$ cat config.mk
export PLATFORM = sky130hd
export DESIGN_NAME = move_sequencer
export DESIGN_NICKNAME = d
export VERILOG_FILES = /design/src/rtl/rbot_moves_pkg.sv /design/src/rtl/move_timeout.sv /design/src/rtl/move_sequencer.sv
export SDC_FILE = /design/constraint.sdc
export NUM_CORES = 1
export LEC_CHECK = 0
export ABC_AREA = 1
export ABC_CLOCK_PERIOD_IN_PS = 1600
export BUFFER_PORTS_ARGS = -buffer_cell sky130_fd_sc_hd__buf_4
export CAP_MARGIN = 10
export CORE_MARGIN = 2
export CORE_UTILIZATION = 45
export CTS_CLUSTER_SIZE = 20
export DETAILED_ROUTE_END_ITERATION = 8
export PLACE_DENSITY = 0.68
export SYNTH_ARGS = -nofsm -noshare
export SYNTH_HDL_FRONTEND = slang
export SYNTH_SLANG_ARGS = --single-unit
$ cat constraint.sdc
create_clock -name clock -period 1.6 [get_ports clock]
set_input_delay 0.32 -clock clock [delete_from_list [all_inputs] [get_ports clock]]
set_output_delay 0.32 -clock clock [all_outputs]
set_load 0.01 [all_outputs]
$ cat src/rtl/rbot_moves_pkg.sv
// Shared definitions for the cube-robot move pipeline.
// Holds the move-code alphabet, list geometry and the sequencer state
// encoding. The cube-state updater imports the same package, so both
// sides agree on what each nibble of a move list means.
package rbot_moves_pkg;

  localparam int NUM_MOVES = 50;               // maximum moves per list
  localparam int MOVE_W    = 4;                // bits per move code
  localparam int LIST_W    = NUM_MOVES * MOVE_W;
  localparam int COUNT_W   = 6;                // holds 0..NUM_MOVES

  // Move codes. 0 terminates a list; 1, 14 and 15 are not legal.
  localparam logic [MOVE_W-1:0] MOVE_END = 4'd0;
  localparam logic [MOVE_W-1:0] MV_R     = 4'd2;
  localparam logic [MOVE_W-1:0] MV_RI    = 4'd3;
  localparam logic [MOVE_W-1:0] MV_U     = 4'd4;
  localparam logic [MOVE_W-1:0] MV_UI    = 4'd5;
  localparam logic [MOVE_W-1:0] MV_F     = 4'd6;
  localparam logic [MOVE_W-1:0] MV_FI    = 4'd7;
  localparam logic [MOVE_W-1:0] MV_L     = 4'd8;
  localparam logic [MOVE_W-1:0] MV_LI    = 4'd9;
  localparam logic [MOVE_W-1:0] MV_B     = 4'd10;
  localparam logic [MOVE_W-1:0] MV_BI    = 4'd11;
  localparam logic [MOVE_W-1:0] MV_D     = 4'd12;
  localparam logic [MOVE_W-1:0] MV_DI    = 4'd13;

  typedef enum logic [2:0] {
    ST_IDLE       = 3'd0,
    ST_FETCH      = 3'd1,
    ST_ISSUE      = 3'd2,
    ST_WAIT_MOTOR = 3'd3,
    ST_DONE       = 3'd4
  } seq_state_t;

  // True for the twelve face-turn codes (R .. Di).
  function automatic logic is_turn_code(input logic [MOVE_W-1:0] code);
    return (code >= MV_R) && (code <= MV_DI);
  endfunction

endpackage

$ cat src/rtl/move_timeout.sv
// Loadable down-counter used as the motor watchdog.
// Ports:
//   clock   - system clock
//   reset   - synchronous active-high reset, clears the count
//   load    - reload the counter with LOAD_VAL
//   tick    - count down by one (saturates at zero)
//   expired - count is zero
// Loading LOAD_VAL = N-1 and ticking once per waiting cycle makes
// 'expired' true during the N-th waiting cycle.
module move_timeout #(
  parameter int            W        = 24,
  parameter logic [W-1:0]  LOAD_VAL = '1
) (
  input  logic clock,
  input  logic reset,
  input  logic load,
  input  logic tick,
  output logic expired
);

  logic [W-1:0] count_reg;

  always_ff @(posedge clock) begin
    if (reset) begin
      count_reg <= '0;
    end else if (load) begin
      count_reg <= LOAD_VAL;
    end else if (tick && (count_reg != '0)) begin
      count_reg <= count_reg - 1'b1;
    end
  end

  assign expired = (count_reg == '0);

endmodule

$ cat src/rtl/move_sequencer.sv
// Steps a packed move list through the cube one move at a time.
// Each move is issued as a one-cycle move_valid strobe (to the state
// updater and motor together); the next move is fetched only after the
// motor reports motor_done. Invalid codes are skipped and flagged,
// a motor that never finishes raises fault.
// Ports:
//   clock, reset  - system clock, synchronous active-high reset
//   moves         - 200-bit list, move 0 in the top nibble
//   moves_valid   - list strobe, accepted only when idle
//   abort         - cancel the running list
//   motor_ready   - motor can accept a move
//   motor_done    - current physical turn finished (strobe)
//   move_code     - code of the move being issued/executed
//   move_valid    - one-cycle issue strobe
//   busy          - not idle
//   move_count    - list slots consumed so far
//   seq_done      - one-cycle strobe on normal completion
//   bad_move      - sticky: list contained an invalid code
//   fault         - sticky: motor timeout
module move_sequencer
  import rbot_moves_pkg::*;
#(
  parameter int          TO_W           = 24,
  parameter int unsigned TIMEOUT_CYCLES = 10_000_000
) (
  input  logic                clock,
  input  logic                reset,
  input  logic [LIST_W-1:0]   moves,
  input  logic                moves_valid,
  input  logic                abort,
  input  logic                motor_ready,
  input  logic                motor_done,
  output logic [MOVE_W-1:0]   move_code,
  output logic                move_valid,
  output logic                busy,
  output logic [COUNT_W-1:0]  move_count,
  output logic                seq_done,
  output logic                bad_move,
  output logic                fault
);

  localparam logic [TO_W-1:0]    TO_LOAD   = TO_W'(TIMEOUT_CYCLES - 1);
  localparam logic [COUNT_W-1:0] COUNT_MAX = COUNT_W'(NUM_MOVES);

  seq_state_t state_reg, state_next;

  logic [LIST_W-1:0]  shreg_reg;
  logic [COUNT_W-1:0] move_count_reg;
  logic [MOVE_W-1:0]  move_code_reg;
  logic               move_valid_reg, move_valid_next;
  logic               seq_done_reg, seq_done_next;
  logic               bad_move_reg, fault_reg;

  logic [MOVE_W-1:0] head;
  logic at_limit, done_accept, to_expired;
  logic accept_list, live, skip_slot, load_code, issue_now, advance, to_tick, time_fault;

  assign head     = shreg_reg[LIST_W-1 -: MOVE_W];
  assign at_limit = (move_count_reg == COUNT_MAX);
  // move_valid is registered, so it is high during the first WAIT_MOTOR
  // cycle; a motor_done in that same cycle belongs to no issued move.
  assign done_accept = motor_done && !move_valid_reg;

  // State register
  always_ff @(posedge clock) begin
    if (reset) state_reg <= ST_IDLE;
    else       state_reg <= state_next;
  end

  // Next-state logic; abort outranks every other event.
  always_comb begin
    state_next = state_reg;
    if ((state_reg != ST_IDLE) && abort) begin
      state_next = ST_IDLE;
    end else begin
      case (state_reg)
        ST_IDLE:  if (moves_valid) state_next = ST_FETCH;
        ST_FETCH: begin
          if (at_limit || (head == MOVE_END)) state_next = ST_DONE;
          else if (is_turn_code(head))        state_next = ST_ISSUE;
        end
        ST_ISSUE: if (motor_ready) state_next = ST_WAIT_MOTOR;
        ST_WAIT_MOTOR: begin
          if (done_accept)     state_next = ST_FETCH;
          else if (to_expired) state_next = ST_IDLE;
        end
        ST_DONE:  state_next = ST_IDLE;
        default:  state_next = ST_IDLE;
      endcase
    end
  end

  // Output / datapath control decode
  always_comb begin
    accept_list = (state_reg == ST_IDLE) && moves_valid;
    live        = (state_reg != ST_IDLE) && !abort;
    skip_slot   = live && (state_reg == ST_FETCH) && !at_limit &&
                  (head != MOVE_END) && !is_turn_code(head);
    load_code   = live && (state_reg == ST_FETCH) && !at_limit && is_turn_code(head);
    issue_now   = live && (state_reg == ST_ISSUE) && motor_ready;
    advance     = live && (state_reg == ST_WAIT_MOTOR) && done_accept;
    to_tick     = live && (state_reg == ST_WAIT_MOTOR) && !done_accept;
    time_fault  = to_tick && to_expired;
    move_valid_next = issue_now;
    seq_done_next   = live && (state_reg == ST_DONE);
  end

  always_ff @(posedge clock) begin
    if (reset) begin
      shreg_reg      <= '0;
      move_count_reg <= '0;
      move_code_reg  <= '0;
      move_valid_reg <= 1'b0;
      seq_done_reg   <= 1'b0;
      bad_move_reg   <= 1'b0;
      fault_reg      <= 1'b0;
    end else begin
      move_valid_reg <= move_valid_next;
      seq_done_reg   <= seq_done_next;
      if (accept_list) begin
        shreg_reg      <= moves;
        move_count_reg <= '0;
        bad_move_reg   <= 1'b0;
        fault_reg      <= 1'b0;
      end
      if (skip_slot || advance) begin
        shreg_reg      <= shreg_reg << MOVE_W;
        move_count_reg <= move_count_reg + 1'b1;
      end
      if (skip_slot)  bad_move_reg  <= 1'b1;
      if (load_code)  move_code_reg <= head;
      if (time_fault) fault_reg     <= 1'b1;
    end
  end

  move_timeout #(
    .W        (TO_W),
    .LOAD_VAL (TO_LOAD)
  ) u_timeout (
    .clock   (clock),
    .reset   (reset),
    .load    (issue_now),
    .tick    (to_tick),
    .expired (to_expired)
  );

  assign move_code  = move_code_reg;
  assign move_valid = move_valid_reg;
  assign busy       = (state_reg != ST_IDLE);
  assign move_count = move_count_reg;
  assign seq_done   = seq_done_reg;
  assign bad_move   = bad_move_reg;
  assign fault      = fault_reg;

endmodule

After elaboration in Yosys (flattened, before gate mapping)

Index checks and enable logic that the tools add are counted.

Logic and storage cells: 79
Register bits after elaboration: 241
Input bits: 206
Output and inout port bits: 15

Mux-type cells: 16
Eq/ne operators: 9
$lt $le $gt $ge: 2
$add $sub $neg: 2
Reductions and logical operators: 39

Operators with widths:

| kind                                                 | number |
|---|---|
| 2-to-1 mux 200 bit                                   | 2 |
| 2-to-1 mux 24 bit                                    | 2 |
| zero test 24 bit                                     | 1 |
| nonzero test 24 bit                                  | 1 |
| subtractor 24 x 1 -> 24 bit (second input constant)  | 1 |
| logical AND 1 bit                                    | 18 |
| 2-to-1 mux 3 bit                                     | 6 |
| 2-to-1 mux 6 bit                                     | 2 |
| case mux 3 bit (4 select lines)                      | 1 |
| nonzero test 2 bit                                   | 4 |
| adder 6 x 1 -> 6 bit (second input constant)         | 1 |
| equality test 3 x 2 -> 1 bit (second input constant) | 2 |
| equality test 6 bit (second input constant)          | 1 |
| inequality test 3 bit (second input constant)        | 2 |
| OR reduction 2 bit                                   | 3 |
| zero test 1 bit                                      | 5 |
| >= comparator 4 x 2 -> 1 bit (second input constant) | 1 |
| <= comparator 4 bit (second input constant)          | 1 |
| zero test 4 bit                                      | 1 |
| inequality test 2 bit (second input constant)        | 2 |
| AND reduction 4 bit                                  | 1 |
| nonzero test 4 bit                                   | 1 |
| equality test 3 x 1 -> 1 bit (second input constant) | 1 |
| equality test 3 bit (second input constant)          | 1 |
| 4 further kinds                                      | 7 |

Longest topological paths before layout

Gate-level depths: netlist (run 1).

Depth after elaboration: 8
Mapped depth: 11
Depth with buffers taken out: 11

Hierarchy

Synthesis (run 1) repeated with hierarchy kept, for this count alone.

Cell total of the unflattened synthesis: 2149
Area, all modules: 13551.7 um2

By module, submodules not included:

| module         | times used | seq. area each (um2) | area each (um2) | cells each |
|---|---|---|---|---|
| move_sequencer | 1          | 4344.2               | 11928.9         | 1885 |
| move_timeout   | 1          | 480.5                | 1622.8          | 264 |

Least setup slack after synthesis (run 1)

OpenSTA, ideal clock, no wires.

Kind: flip-flop to flip-flop
From: register move_count_reg[0], in the netlist move_count[0]
To: register shreg_reg[40]
Cell stages (with the launch flop): 11
Buffers on the path: 2
Data required time: 1468 ps
Period minus slack after synthesis: 1676 ps
Arrival time: 1543 ps
Setup slack: -76 ps
Setup time: 132 ps
Path through: dfxtp_1 -> inv_1 -> ha_1 -> nand4_2 -> nand4_2 -> nand2_1 -> buf_4 -> buf_6 -> nand2_1 -> nand2_1 -> a21oi_1

Longest elaborated chain between the ends: 7
Elaborated cells between the ends (all ways): 8
Those cells by class: 1 x eq/ne; 1 x mux; 6 x reduce/logical

RTL lines:

| item                                                            | RTL line              | RTL |
|---|---|---|
| from (decl)                                                     | move_sequencer.sv:48  | `logic [COUNT_W-1:0] move_count_reg;` |
| from (signal assigned)                                          | move_sequencer.sv:128 | `move_count_reg <= move_count_reg + 1'b1;` |
| equality test 6 bit *                                           | move_sequencer.sv:59  | `assign at_limit = (move_count_reg == COUNT_MAX);` |
| zero test 1 bit *                                               | move_sequencer.sv:97  | `skip_slot = live && (state_reg == ST_FETCH) && !at_limit &&` |
| logical AND 1 bit * (2 in a row)                                | move_sequencer.sv:97  |  |
| logical AND 1 bit *                                             | move_sequencer.sv:98  | `(head != MOVE_END) && !is_turn_code(head);` |
| logical OR 1 bit *                                              | move_sequencer.sv:126 | `if (skip_slot \|\| advance) begin` |
| 2-to-1 mux 200 bit / nonzero test 2 bit (equally long branches) | -                     |  |
| to (signal assigned)                                            | move_sequencer.sv:121 | `shreg_reg <= moves;` |
| to (signal assigned)                                            | move_sequencer.sv:127 | `shreg_reg <= shreg_reg << MOVE_W;` |
| to (decl)                                                       | move_sequencer.sv:47  | `logic [LIST_W-1:0] shreg_reg;` |

Mark *: on every way between the ends. The rest lies on a longest branch, timed or not.
A chain may end at the register's enable or synchronous reset.

Final worst setup path (run 1)

From: register state_reg[1]
To: register shreg_reg[41]

Longest elaborated chain between the ends: 8
Elaborated cells between the ends (all ways): 15
Those cells by class: 2 x eq/ne; 1 x mux; 12 x reduce/logical

RTL lines:

| item                                                            | RTL line              | RTL |
|---|---|---|
| from (decl)                                                     | move_sequencer.sv:45  | `seq_state_t state_reg, state_next;` |
| from (signal assigned)                                          | move_sequencer.sv:67  | `else state_reg <= state_next;` |
| nonzero test 3 bit                                              | move_sequencer.sv:96  | `live = (state_reg != ST_IDLE) && !abort;` |
| logical AND 1 bit                                               | move_sequencer.sv:96  |  |
| logical AND 1 bit (3 in a row)                                  | move_sequencer.sv:97  |  |
| logical AND 1 bit                                               | move_sequencer.sv:98  |  |
| logical OR 1 bit                                                | move_sequencer.sv:126 |  |
| 2-to-1 mux 200 bit / nonzero test 2 bit (equally long branches) | -                     |  |

Several ways; a longest one is shown, not always the timed one.

==> load_flow_metrics.sql, run 1 <==
INSERT INTO impl_metrics (metric_group, metric, value, unit) VALUES
('cells_and_area', 'commonest_non_fill_non_tap_cells_in_the_layout', 'sky130_fd_sc_hd__nand2_1 (490), sky130_fd_sc_hd__buf_4 (310), sky130_fd_sc_hd__inv_1 (234), sky130_fd_sc_hd__dfxtp_1 (232), sky130_fd_sc_hd__nand3_1 (224)', ''),
('drt', 'detailedRoute.firstIterationViolations', '1504', ''),
('cells_and_area', 'nFillCells', '2411', ''),
('sta', 'report.final.hold_viol_count', '0', ''),
('global_route', 'vias_in_the_first_global_route', '13170', ''),
('power_and_ir_drop', 'share_comb_of_total_power', '51.9', '%'),
('run_status', 'violations', 'negative setup slack', ''),
('setup_path', 'setup.worst_path.end_class', 'flop', ''),
('sta', 'slew_viol_final', '0', ''),
('floorplanning', 'floorplan.die_area', '31850', 'um^2'),
('clock_tree', 'tritoncts', 'built', ''),
('sta', 'tightestPinTransition', '0.6808', 'ns'),
('drt', 'route.detailed.drc', '0', ''),
('place', 'place.detailed.hpwl', '25740', 'um'),
('clock_tree', 'cts_made_buffers', '28', ''),
('run_status', 'status', 'finished with violations', ''),
('global_route', 'gr-total-overflow', '0', ''),
('clock_tree', 'worstSkewPairLatency', '0.54', 'ns'),
('global_route', 'wire_length_of_the_first_global_routing_pass', '64050', 'um'),
('clock_tree', 'htree_num_levels', '1', ''),
('power_and_ir_drop', 'irDropWorstVdd', '0.0007664', 'V'),
('logic_synthesis', 'postSynthRegisterBits', '241', ''),
('drt', 'dr.pass1.iters', '7', ''),
('logic_synthesis', 'seq_area_frac_synth', '35.23', '%'),
('cells_and_area', 'antenna-diode-count', '0', ''),
('power_and_ir_drop', 'share_seq_of_total_power', '27.7', '%'),
('power_and_ir_drop', 'swShare', '39.79', '%'),
('power_and_ir_drop', 'power.density_cell_area', '1530', 'nW/um^2'),
('clock_tree', 'cts_hold_buffers', '0', ''),
('flow_run', 'max_cap_violations', '0', ''),
('place', 'post-place-ws', '-0.1338', 'ns'),
('clock_tree', 'clockRootBuffer', 'sky130_fd_sc_hd__clkbuf_16', ''),
('logic_synthesis', 'count_of_yosys_warnings_during_synthesis', '0', ''),
('floorplanning', 'initial_core_util', '45.96', '%'),
('floorplanning', 'core', '29800', 'um^2'),
('drt', 'antenna_nets_post_route', '0', ''),
('sta', 'max-slew-margin-rel', '54.61', '%'),
('cells_and_area', 'final_cell_count_no_fill', '2840', ''),
('setup_path', 'cp_max_fo', '11', ''),
('logic_synthesis', 'mappedNetlistNets', '2359', ''),
('setup_path', 'critical_path.startpoint_type', 'flop', ''),
('drt', 'num_vias', '15790', ''),
('global_route', 'grt_util_all_layers', '23.92', '%'),
('sta', 'setup_viol', '214', ''),
('drt', 'detail_route.vias_per_cell', '5.561', ''),
('global_route', 'largest_net_degree_at_the_start_of_global_routing', '80', ''),
('power_and_ir_drop', 'p_leak', '9.109', 'nW'),
('sta', 'timing.clock.skew', '0.01299', 'ns'),
('cells_and_area', 'finish.net_count', '2639', ''),
('sta', 'fin_ws', '-0.1437', 'ns'),
('clock_tree', 'numClockSinks', '241', ''),
('power_and_ir_drop', 'pwr-share-clk', '20.4', '%'),
('logic_synthesis', 'synth_cell_types', '31', ''),
('cells_and_area', 'mostFrequentLayoutCell', 'sky130_fd_sc_hd__nand2_1', ''),
('sta', 'fin_crit', '1.744', 'ns'),
('drt', 'route.final.wire_length', '48120', 'um'),
('setup_path', 'setup.worst_path.class', 'reg -> reg', ''),
('global_route', 'grt_antenna_before_repair', '0', ''),
('clock_tree', 'clkSlewWorstSetupHoldPaths', '0.06', 'ns'),
('sta', 'fmaxAchievable', '573.5', 'MHz'),
('cells_and_area', 'fraction_of_final_layout_cells_sized_beyond_drive_strength_1', '32.98', '%'),
('worst_hold_path', 'holdCritPathClass', 'in -> reg', ''),
('floorplanning', 'rows', '63', ''),
('setup_path', 'crit_required', '2.00', 'ns'),
('floorplanning', 'die_width', '178.5', 'um'),
('power_and_ir_drop', 'power_report.internal_total', '18.80', 'mW'),
('sta', 'rsz_0062_raised_after_global_routing', 'true', ''),
('place', 'number_of_placed_instances_with_taps_included', '2708', ''),
('cells_and_area', 'finish.utilization', '68.46', '%'),
('sta', 'hold_slack', '0.04685', 'ns'),
('logic_synthesis', 'postSynthCellCount', '2149', '');
-- routing by layer --
| metal | global-route usage [%] | part of all wire [%] |
|---|---|---|
| met4 | 7.724 | 3.2 |
| met5 | 0 | 0 |
| met2 | 36.57 | 47 |
| met1 | 35.01 | 42 |
| met3 | 2.600 | 8.1 |
-- synthesized netlist by cell type, drive strengths merged --
cell type  number  area (um^2)
nand2         691         2604
inv           243        912.1
dfxtp         241         4825
nand3         230         1156
a21oi         228         1141
nand4         210         1326
buf           132        900.9
nor2           79        319.1
clkbuf         53        198.9
o21ai          11        55.05
xnor2           9        78.83
xor2            7        61.31
ha              4        50.05
nor3            3        15.01
a31oi           2        12.51
nand3b          2        15.01
a2111oi         1        8.760
clkinv          1        3.750
o22ai           1        6.260
or2             1        6.260
-- worst max-delay path: stages (launching register included) --
cell	delay (ns)
sky130_fd_sc_hd__dfxtp_4	0.37
sky130_fd_sc_hd__inv_4	0.06
sky130_fd_sc_hd__nand4_1	0.11
sky130_fd_sc_hd__inv_2	0.10
sky130_fd_sc_hd__nand4_4	0.12
sky130_fd_sc_hd__buf_12	0.18
sky130_fd_sc_hd__nand2_8	0.10
sky130_fd_sc_hd__buf_12	0.19
sky130_fd_sc_hd__clkbuf_16	0.18
sky130_fd_sc_hd__nand2_1	0.06
sky130_fd_sc_hd__nand2_1	0.07
sky130_fd_sc_hd__a21oi_1	0.06
-- power by group through the flow --
| stage | Clock [mW] | Combinational (mW) | Sequential [mW] |
|---|---|---|---|
| final | 6.38 | 16.2 | 8.65 |
| after floorplan | 0 | 8.00 | 8.45 |
| after detailed placement | 0 | 11.3 | 8.63 |
| after global routing | 6.68 | 17.6 | 8.79 |
| after global placement | 0 | 11.1 | 8.56 |
| after CTS | 6.42 | 11.8 | 8.52 |
-- worst paths after layout --
check | slack [ns] | cells past startpoint | from | end
setup / recovery | -0.14 | 11 | state_reg[1]$_SDFFE_PP0P_ | shreg_reg[41]$_SDFFE_PP0P_
hold / removal | 0.05 | 2 | reset | u_timeout.count_reg[2]$_SDFFE_PP0P_
setup reg to reg | -0.14 | 11 | state_reg[1]$_SDFFE_PP0P_ | shreg_reg[41]$_SDFFE_PP0P_
hold reg to reg | 0.45 | 2 | move_code[3]$_SDFFE_PP0P_ | move_code[3]$_SDFFE_PP0P_
-- area by class of cell --
class / instances / area, um^2 / share of cell area (%)
Multi-Input combinational cell: 1479 / 8205 / 40.22
Inverter: 244 / 954.7 / 4.680
Timing Repair Buffer: 435 / 5005 / 24.53
Clock buffer: 43 / 838.3 / 4.109
Tap cell: 390 / 488.0 / 2.392
Sequential cell: 241 / 4841 / 23.73
Clock inverter: 8 / 67.56 / 0.3312
-- per-stage QoR --
stage,TNS [ns],cell area (um^2)
3_5_place_dp,-12.38,16340
6_report,-15.54,20400
2_1_floorplan,0,13710
5_1_grt,-29.75,20400
4_1_cts,-7.222,17600
3_3_place_gp,-5.316,16340
-- timing repair --
item | in CTS | in global routing
cloned | 6 | 48
endpoints found under the setup margin | 206 | 233
gates resized for setup | 31 | 445
buffers inserted | 8 | 21
pin swaps | 6 | 65
-- cell families after synthesis --
logic type      share of synthesized area [%]
compound gates                          8.935
flops                                   35.23
xor+xnor                                1.023
buf+inv                                 14.72
simple gates                            39.73
fa+ha+maj                              0.3654
Note: power is estimated with default switching activity, not from simulation.
==> inputs of run 2 (changes only) <==
Settings changed: CORE_UTILIZATION 45 to 35, PLACE_DENSITY 0.68 to default.
==> load_flow_metrics.sql, run 2 (synthesized netlist as in run 1, its figures left out) <==
INSERT INTO impl_metrics (metric_group, metric, value, unit) VALUES
('drt', 'num_vias', '15110', ''),
('setup_path', 'setup.worst_path.end_class', 'flop', ''),
('setup_path', 'crit_path_cell_trace', 'buf_4 > nand2_2 > nor2_4 > nand3_4 > buf_12 > buf_16 > buf_16 > nand3_1 > nand2_1 > a21oi_2', ''),
('cells_and_area', 'nFillCells', '3750', ''),
('sta', 'max-slew-margin-rel', '69.26', '%'),
('setup_path', 'critical-path-slowest-cell', 'sky130_fd_sc_hd__dfxtp_4', ''),
('floorplanning', 'core', '38650', 'um^2'),
('global_route', 'gr-total-overflow', '0', ''),
('cells_and_area', 'finish.net_count', '2640', ''),
('clock_tree', 'clkSlewWorstSetupHoldPaths', '0.06', 'ns'),
('place', 'gp_congestion', '0.8552', ''),
('run_status', 'violations', 'negative setup slack', ''),
('clock_tree', 'maximum_root_to_sink_buffer_count', '3', ''),
('run_status', 'status', 'finished with violations', ''),
('clock_tree', 'clockRootBuffer', 'sky130_fd_sc_hd__clkbuf_16', ''),
('setup_path', 'setup.worst_path.class', 'reg -> reg', ''),
('place', 'number_of_placed_instances_with_taps_included', '2849', ''),
('power_and_ir_drop', 'totalPowerFinal', '28.75', 'mW'),
('sta', 'timing.clock.skew', '0.01517', 'ns'),
('setup_path', 'crit_required', '2.07', 'ns'),
('cells_and_area', 'antenna-diode-count', '0', ''),
('place', 'place_area', '16540', 'um^2'),
('clock_tree', 'cts_hold_buffers', '0', ''),
('drt', 'antenna_nets_post_route', '0', ''),
('drt', 'detail_route.wl_per_cell', '15.18', 'um'),
('sta', 'report.final.hold_viol_count', '0', ''),
('floorplanning', 'rows', '72', ''),
('cells_and_area', 'mostFrequentLayoutCell', 'sky130_fd_sc_hd__nand2_1', ''),
('sta', 'slew_viol_final', '0', ''),
('clock_tree', 'tritoncts', 'built', ''),
('sta', 'rsz_0062_raised_after_global_routing', 'true', ''),
('drt', 'detail_route.vias_per_cell', '5.089', ''),
('sta', 'fmaxAchievable', '584.0', 'MHz'),
('place', 'port-buffer-count', '220', ''),
('sta', 'setup_viol', '213', ''),
('power_and_ir_drop', 'share_seq_of_total_power', '29.9', '%'),
('power_and_ir_drop', 'irDropWorstVdd', '0.001003', 'V'),
('drt', 'detailedRoute.firstIterationViolations', '1177', ''),
('setup_path', 'critical-path-top-delay-family', 'buffers and inverters', ''),
('cells_and_area', 'largest_register_ffs', '200', ''),
('sta', 'fin_crit', '1.712', 'ns'),
('floorplanning', 'initial_core_util', '35.44', '%'),
('sta', 'fin_ws', '-0.1123', 'ns'),
('setup_path', 'max_stage_delay', '0.37', 'ns'),
('clock_tree', 'htree_num_levels', '1', ''),
('power_and_ir_drop', 'power_report.internal_total', '17.70', 'mW'),
('setup_path', 'cp_common_cell', 'sky130_fd_sc_hd__buf_16', ''),
('power_and_ir_drop', 'power.density_cell_area', '1471', 'nW/um^2'),
('clock_tree', 'numClockSinks', '241', ''),
('power_and_ir_drop', 'total_switching_power', '11.05', 'mW'),
('floorplanning', 'num_io_pins', '221', ''),
('cells_and_area', 'finish.utilization', '50.56', '%'),
('floorplanning', 'die_width', '201.8', 'um'),
('drt', 'route.final.wire_length', '45060', 'um'),
('setup_path', 'crit_buf_inv', '4', ''),
('sta', 'tightestPinTransition', '0.4495', 'ns'),
('cells_and_area', 'final_area', '19540', 'um^2'),
('cells_and_area', 'commonest_non_fill_non_tap_cells_in_the_layout', 'sky130_fd_sc_hd__nand2_1 (634), sky130_fd_sc_hd__buf_4 (332), sky130_fd_sc_hd__inv_1 (233), sky130_fd_sc_hd__dfxtp_1 (233), sky130_fd_sc_hd__nand4_1 (208)', ''),
('power_and_ir_drop', 'swShare', '38.44', '%'),
('setup_path', 'critical_path.startpoint_type', 'flop', ''),
('power_and_ir_drop', 'pwr-share-clk', '23.1', '%'),
('floorplanning', 'floorplan.die_area', '40730', 'um^2'),
('power_and_ir_drop', 'share_comb_of_total_power', '47.0', '%'),
('global_route', 'grt_util_all_layers', '19.90', '%'),
('global_route', 'grt_antenna_before_repair', '0', ''),
('drt', 'route.detailed.drc', '0', ''),
('sta', 'final_min_period_over_clock_period', '107.0', '%'),
('global_route', 'wire_length_of_the_first_global_routing_pass', '68570', 'um'),
('power_and_ir_drop', 'p_leak', '8.859', 'nW'),
('cells_and_area', 'final_cell_count_no_fill', '2969', ''),
('clock_tree', 'cts_made_buffers', '29', ''),
('setup_path', 'arrival', '2.18', 'ns'),
('cells_and_area', 'fraction_of_final_layout_cells_sized_beyond_drive_strength_1', '26.32', '%'),
('setup_path', 'cp_max_fo', '14', ''),
('place', 'place.detailed.hpwl', '27040', 'um'),
('floorplanning', 'chipHeight', '201.8', 'um'),
('global_route', 'largest_net_degree_at_the_start_of_global_routing', '81', ''),
('drt', 'dr.pass1.iters', '6', ''),
('clock_tree', 'worstSkewPairLatency', '0.55', 'ns'),
('flow_run', 'max_cap_violations', '0', ''),
('cells_and_area', 'synthToLayoutAreaGrowth', '42.67', '%'),
('worst_hold_path', 'holdCritPathClass', 'in -> reg', ''),
('global_route', 'vias_in_the_first_global_route', '13920', '');
## run 2: area by class of cell
class	instances	area, um^2	share of cell area, %
well taps	518	648.1	3.317
flip-flops and latches	241	4840	24.77
inverters	244	933.4	4.777
repair buffers	433	4616	23.62
clock inverters	6	58.81	0.3010
clock buffers	46	909.6	4.655
multi-input cells	1481	7535	38.56
## run 2: power groups by stage
stage	registers [mW]	clock network, mW	logic, mW
after global placement	8.59	0	11.1
after detailed placement	8.64	0	11.2
after floorplan	8.45	0	8.00
after global routing	8.77	7.04	15.0
final	8.59	6.64	13.5
after CTS	8.54	6.77	12.1
## run 2: worst paths after layout
kind	startpoint	end	slack [ns]	cells after the start
worst min register to register	move_code[1]$_SDFFE_PP0P_	move_code[1]$_SDFFE_PP0P_	0.45	2
worst max register to register	state_reg[0]$_SDFFE_PP0P_	shreg_reg[88]$_SDFFE_PP0P_	-0.11	10
worst max-delay path	state_reg[0]$_SDFFE_PP0P_	shreg_reg[88]$_SDFFE_PP0P_	-0.11	10
worst min-delay path	moves[2]	shreg_reg[2]$_SDFFE_PP0P_	0.04	3
## run 2: routing by layer
metal  part of all wire, %  global-route usage [%]
met1                    46                   28.18
met2                    46                   31.71
met3                   6.1                   2.806
met4                   1.8                   5.147
met5                     0                       0
## run 2: through the flow
| step | TNS, ns | setup slack (ns) | hold slack [ns] |
|---|---|---|---|
| after floorplan | 0 | 0.009449 | 0.4401 |
| after global placement | -13.03 | -0.1649 | 0.4360 |
| after detailed placement | -22.39 | -0.1739 | 0.4470 |
| after CTS | -9.261 | -0.1127 | 0.01776 |
| after global routing | -30.63 | -0.1875 | 0.02960 |
| final | -12.31 | -0.1123 | 0.04123 |
## run 2: worst register-to-register path: cells and delay by family (launching register included)
family / cells / cell delay, ns
compound gates: 1 / 0.13
simple gates: 5 / 0.47
buf+inv: 4 / 0.66
flops: 1 / 0.37
## run 2: repair_timing
action | CTS | global route
pin swaps | 20 | 35
setup endpoints to repair | 227 | 235
gates cloned | 14 | 23
buffers inserted | 17 | 15
gates resized for setup | 67 | 167
==> inputs of run 3 (changes only) <==
Settings changed: BUFFER_PORTS_ARGS -buffer_cell sky130_fd_sc_hd__buf_4 to -buffer_cell sky130_fd_sc_hd__buf_2.
==> load_flow_metrics.sql, run 3 (synthesized netlist as in run 1, its figures left out) <==
INSERT INTO impl_metrics (metric_group, metric, value, unit) VALUES
('cells_and_area', 'synthToLayoutAreaGrowth', '42.47', '%'),
('sta', 'setup_viol', '191', ''),
('drt', 'route.detailed.drc', '0', ''),
('global_route', 'wire_length_of_the_first_global_routing_pass', '67630', 'um'),
('clock_tree', 'maximum_root_to_sink_buffer_count', '3', ''),
('power_and_ir_drop', 'totalPowerFinal', '30.53', 'mW'),
('setup_path', 'setup.worst_path.class', 'reg -> reg', ''),
('setup_path', 'crit_required', '2.09', 'ns'),
('sta', 'final_min_period_over_clock_period', '108.5', '%'),
('cells_and_area', 'largest_register_ffs', '200', ''),
('sta', 'report.final.hold_viol_count', '0', ''),
('sta', 'max-slew-margin-rel', '67.58', '%'),
('sta', 'slew_viol_final', '0', ''),
('sta', 'fin_ws', '-0.1360', 'ns'),
('floorplanning', 'chipHeight', '201.8', 'um'),
('drt', 'dr.pass1.iters', '7', ''),
('clock_tree', 'numClockSinks', '241', ''),
('cells_and_area', 'antenna-diode-count', '0', ''),
('floorplanning', 'floorplan.die_area', '40730', 'um^2'),
('drt', 'antenna_nets_post_route', '0', ''),
('place', 'number_of_placed_instances_with_taps_included', '2839', ''),
('worst_hold_path', 'min_delay_path_depth', '3', ''),
('cells_and_area', 'mostFrequentLayoutCell', 'sky130_fd_sc_hd__nand2_1', ''),
('drt', 'num_vias', '15390', ''),
('drt', 'wl_met1', '22050', 'um'),
('floorplanning', 'die_width', '201.8', 'um'),
('drt', 'met3_length', '3011', 'um'),
('clock_tree', 'cts_made_buffers', '29', ''),
('floorplanning', 'num_io_pins', '221', ''),
('setup_path', 'cp_max_fo', '9', ''),
('sta', 'fin_crit', '1.736', 'ns'),
('drt', 'route.final.wire_length', '48580', 'um'),
('clock_tree', 'clkSlewWorstSetupHoldPaths', '0.06', 'ns'),
('setup_path', 'regToRegStartpoint', 'state_reg[0]$_SDFFE_PP0P_', ''),
('cells_and_area', 'finish.utilization', '50.49', '%'),
('drt', 'detail_route.wl_per_cell', '16.36', 'um'),
('global_route', 'vias_in_the_first_global_route', '13460', ''),
('worst_hold_path', 'holdCritPathClass', 'in -> reg', ''),
('cells_and_area', 'fraction_of_final_layout_cells_sized_beyond_drive_strength_1', '29.25', '%'),
('place', 'post-place-ws', '-0.1621', 'ns'),
('clock_tree', 'clockRootBuffer', 'sky130_fd_sc_hd__clkbuf_16', ''),
('power_and_ir_drop', 'irDropWorstVdd', '0.0008009', 'V'),
('setup_path', 'reg2regPathDepth', '10', ''),
('setup_path', 'arrival', '2.23', 'ns'),
('worst_hold_path', 'hold_path_startpoint', 'moves[3]', ''),
('drt', 'wl_met2', '22440', 'um'),
('cells_and_area', 'final_cell_count_no_fill', '2969', ''),
('sta', 'fin_tns_setup', '-10.39', 'ns'),
('clock_tree', 'htree_num_levels', '1', ''),
('setup_path', 'critical_path.startpoint_type', 'flop', ''),
('drt', 'topRoutingLayerUsed', 'met4', ''),
('drt', 'detailedRoute.firstIterationViolations', '1292', ''),
('place', 'port-buffer-count', '220', ''),
('clock_tree', 'tritoncts', 'built', ''),
('clock_tree', 'worstSkewPairLatency', '0.57', 'ns'),
('flow_run', 'max_cap_violations', '0', ''),
('cells_and_area', 'commonest_non_fill_non_tap_cells_in_the_layout', 'sky130_fd_sc_hd__nand2_1 (625), sky130_fd_sc_hd__inv_1 (232), sky130_fd_sc_hd__dfxtp_1 (231), sky130_fd_sc_hd__buf_2 (218), sky130_fd_sc_hd__nand4_1 (208)', ''),
('sta', 'timing.clock.skew', '0.03320', 'ns'),
('run_status', 'status', 'finished with violations', ''),
('run_status', 'violations', 'negative setup slack', ''),
('drt', 'detail_route.vias_per_cell', '5.184', ''),
('place', 'gp_congestion', '0.8722', ''),
('floorplanning', 'initial_core_util', '35.44', '%'),
('sta', 'fmaxAchievable', '576.0', 'MHz'),
('floorplanning', 'rows', '72', ''),
('power_and_ir_drop', 'p_leak', '9.001', 'nW'),
('floorplanning', 'core', '38650', 'um^2'),
('place', 'place.detailed.hpwl', '27080', 'um'),
('global_route', 'grt_util_all_layers', '19.50', '%'),
('global_route', 'largest_net_degree_at_the_start_of_global_routing', '87', ''),
('global_route', 'gr-total-overflow', '0', ''),
('power_and_ir_drop', 'power.density_cell_area', '1565', 'nW/um^2'),
('setup_path', 'setup.worst_path.end_class', 'flop', ''),
('sta', 'tightestPinTransition', '0.4863', 'ns'),
('sta', 'rsz_0062_raised_after_global_routing', 'true', ''),
('cells_and_area', 'finish.net_count', '2642', ''),
('global_route', 'grt_antenna_before_repair', '1', ''),
('setup_path', 'critical_path.startpoint', 'state_reg[0]$_SDFFE_PP0P_', '');
run 3: critical path, cell delays in order, from the launching register on:
cell and delay [ns]:
sky130_fd_sc_hd__dfxtp_4 0.37, sky130_fd_sc_hd__buf_6 0.10, sky130_fd_sc_hd__nand4_1 0.11, sky130_fd_sc_hd__inv_2 0.11, sky130_fd_sc_hd__nand4_4 0.16, sky130_fd_sc_hd__buf_12 0.21
sky130_fd_sc_hd__buf_16 0.17, sky130_fd_sc_hd__clkbuf_16 0.18, sky130_fd_sc_hd__nand3_1 0.08, sky130_fd_sc_hd__nand2_1 0.06, sky130_fd_sc_hd__a21oi_1 0.14
run 3: worst paths after layout:
path,end,slack [ns]
max reg2reg,shreg_reg[191]$_SDFFE_PP0P_,-0.14
min,shreg_reg[3]$_SDFFE_PP0P_,0.05
max,shreg_reg[191]$_SDFFE_PP0P_,-0.14
min reg2reg,move_code[2]$_SDFFE_PP0P_,0.44
run 3: power by group:
part / switching (mW) / internal [mW] / leakage (nW)
sequential: 0.931 / 7.69 / 1.98
clock: 2.72 / 3.95 / 0.463
combinational: 8.28 / 6.96 / 6.56
run 3: area by class of cell:
| class | count | area (um^2) |
|---|---|---|
| fill | 3746 | 19130 |
| multi-input combinational | 1483 | 7868 |
| sequential | 241 | 4840 |
| timing repair buffer | 433 | 4280 |
| inverter | 244 | 935.9 |
| clock buffer | 42 | 844.6 |
| tap | 518 | 648.1 |
| clock inverter | 8 | 96.34 |
run 3: metal layers:
layer / GRT usage (%) / vias up
met5: 0 / -
met4: 4.806 / 0
met3: 2.193 / 64
met2: 30.81 / 544
met1: 28.28 / 7187
li1: - / 7595
run 3: repair_timing:
action | 4_1_cts | 5_1_grt
gates cloned | 3 | 58
hold buffers | 0 | 0
setup buffers | 5 | 14
endpoints found under the setup margin | 227 | 236
pin swaps | 5 | 71
gates resized for setup | 29 | 275
run 3: through the flow:
stage,area (um^2),hold WS (ns)
CTS,17090,0.02563
floorplan,13710,0.4401
global placement,15910,0.4367
detailed placement,15910,0.4390
finish,19510,0.05134
global route,19510,0.04211
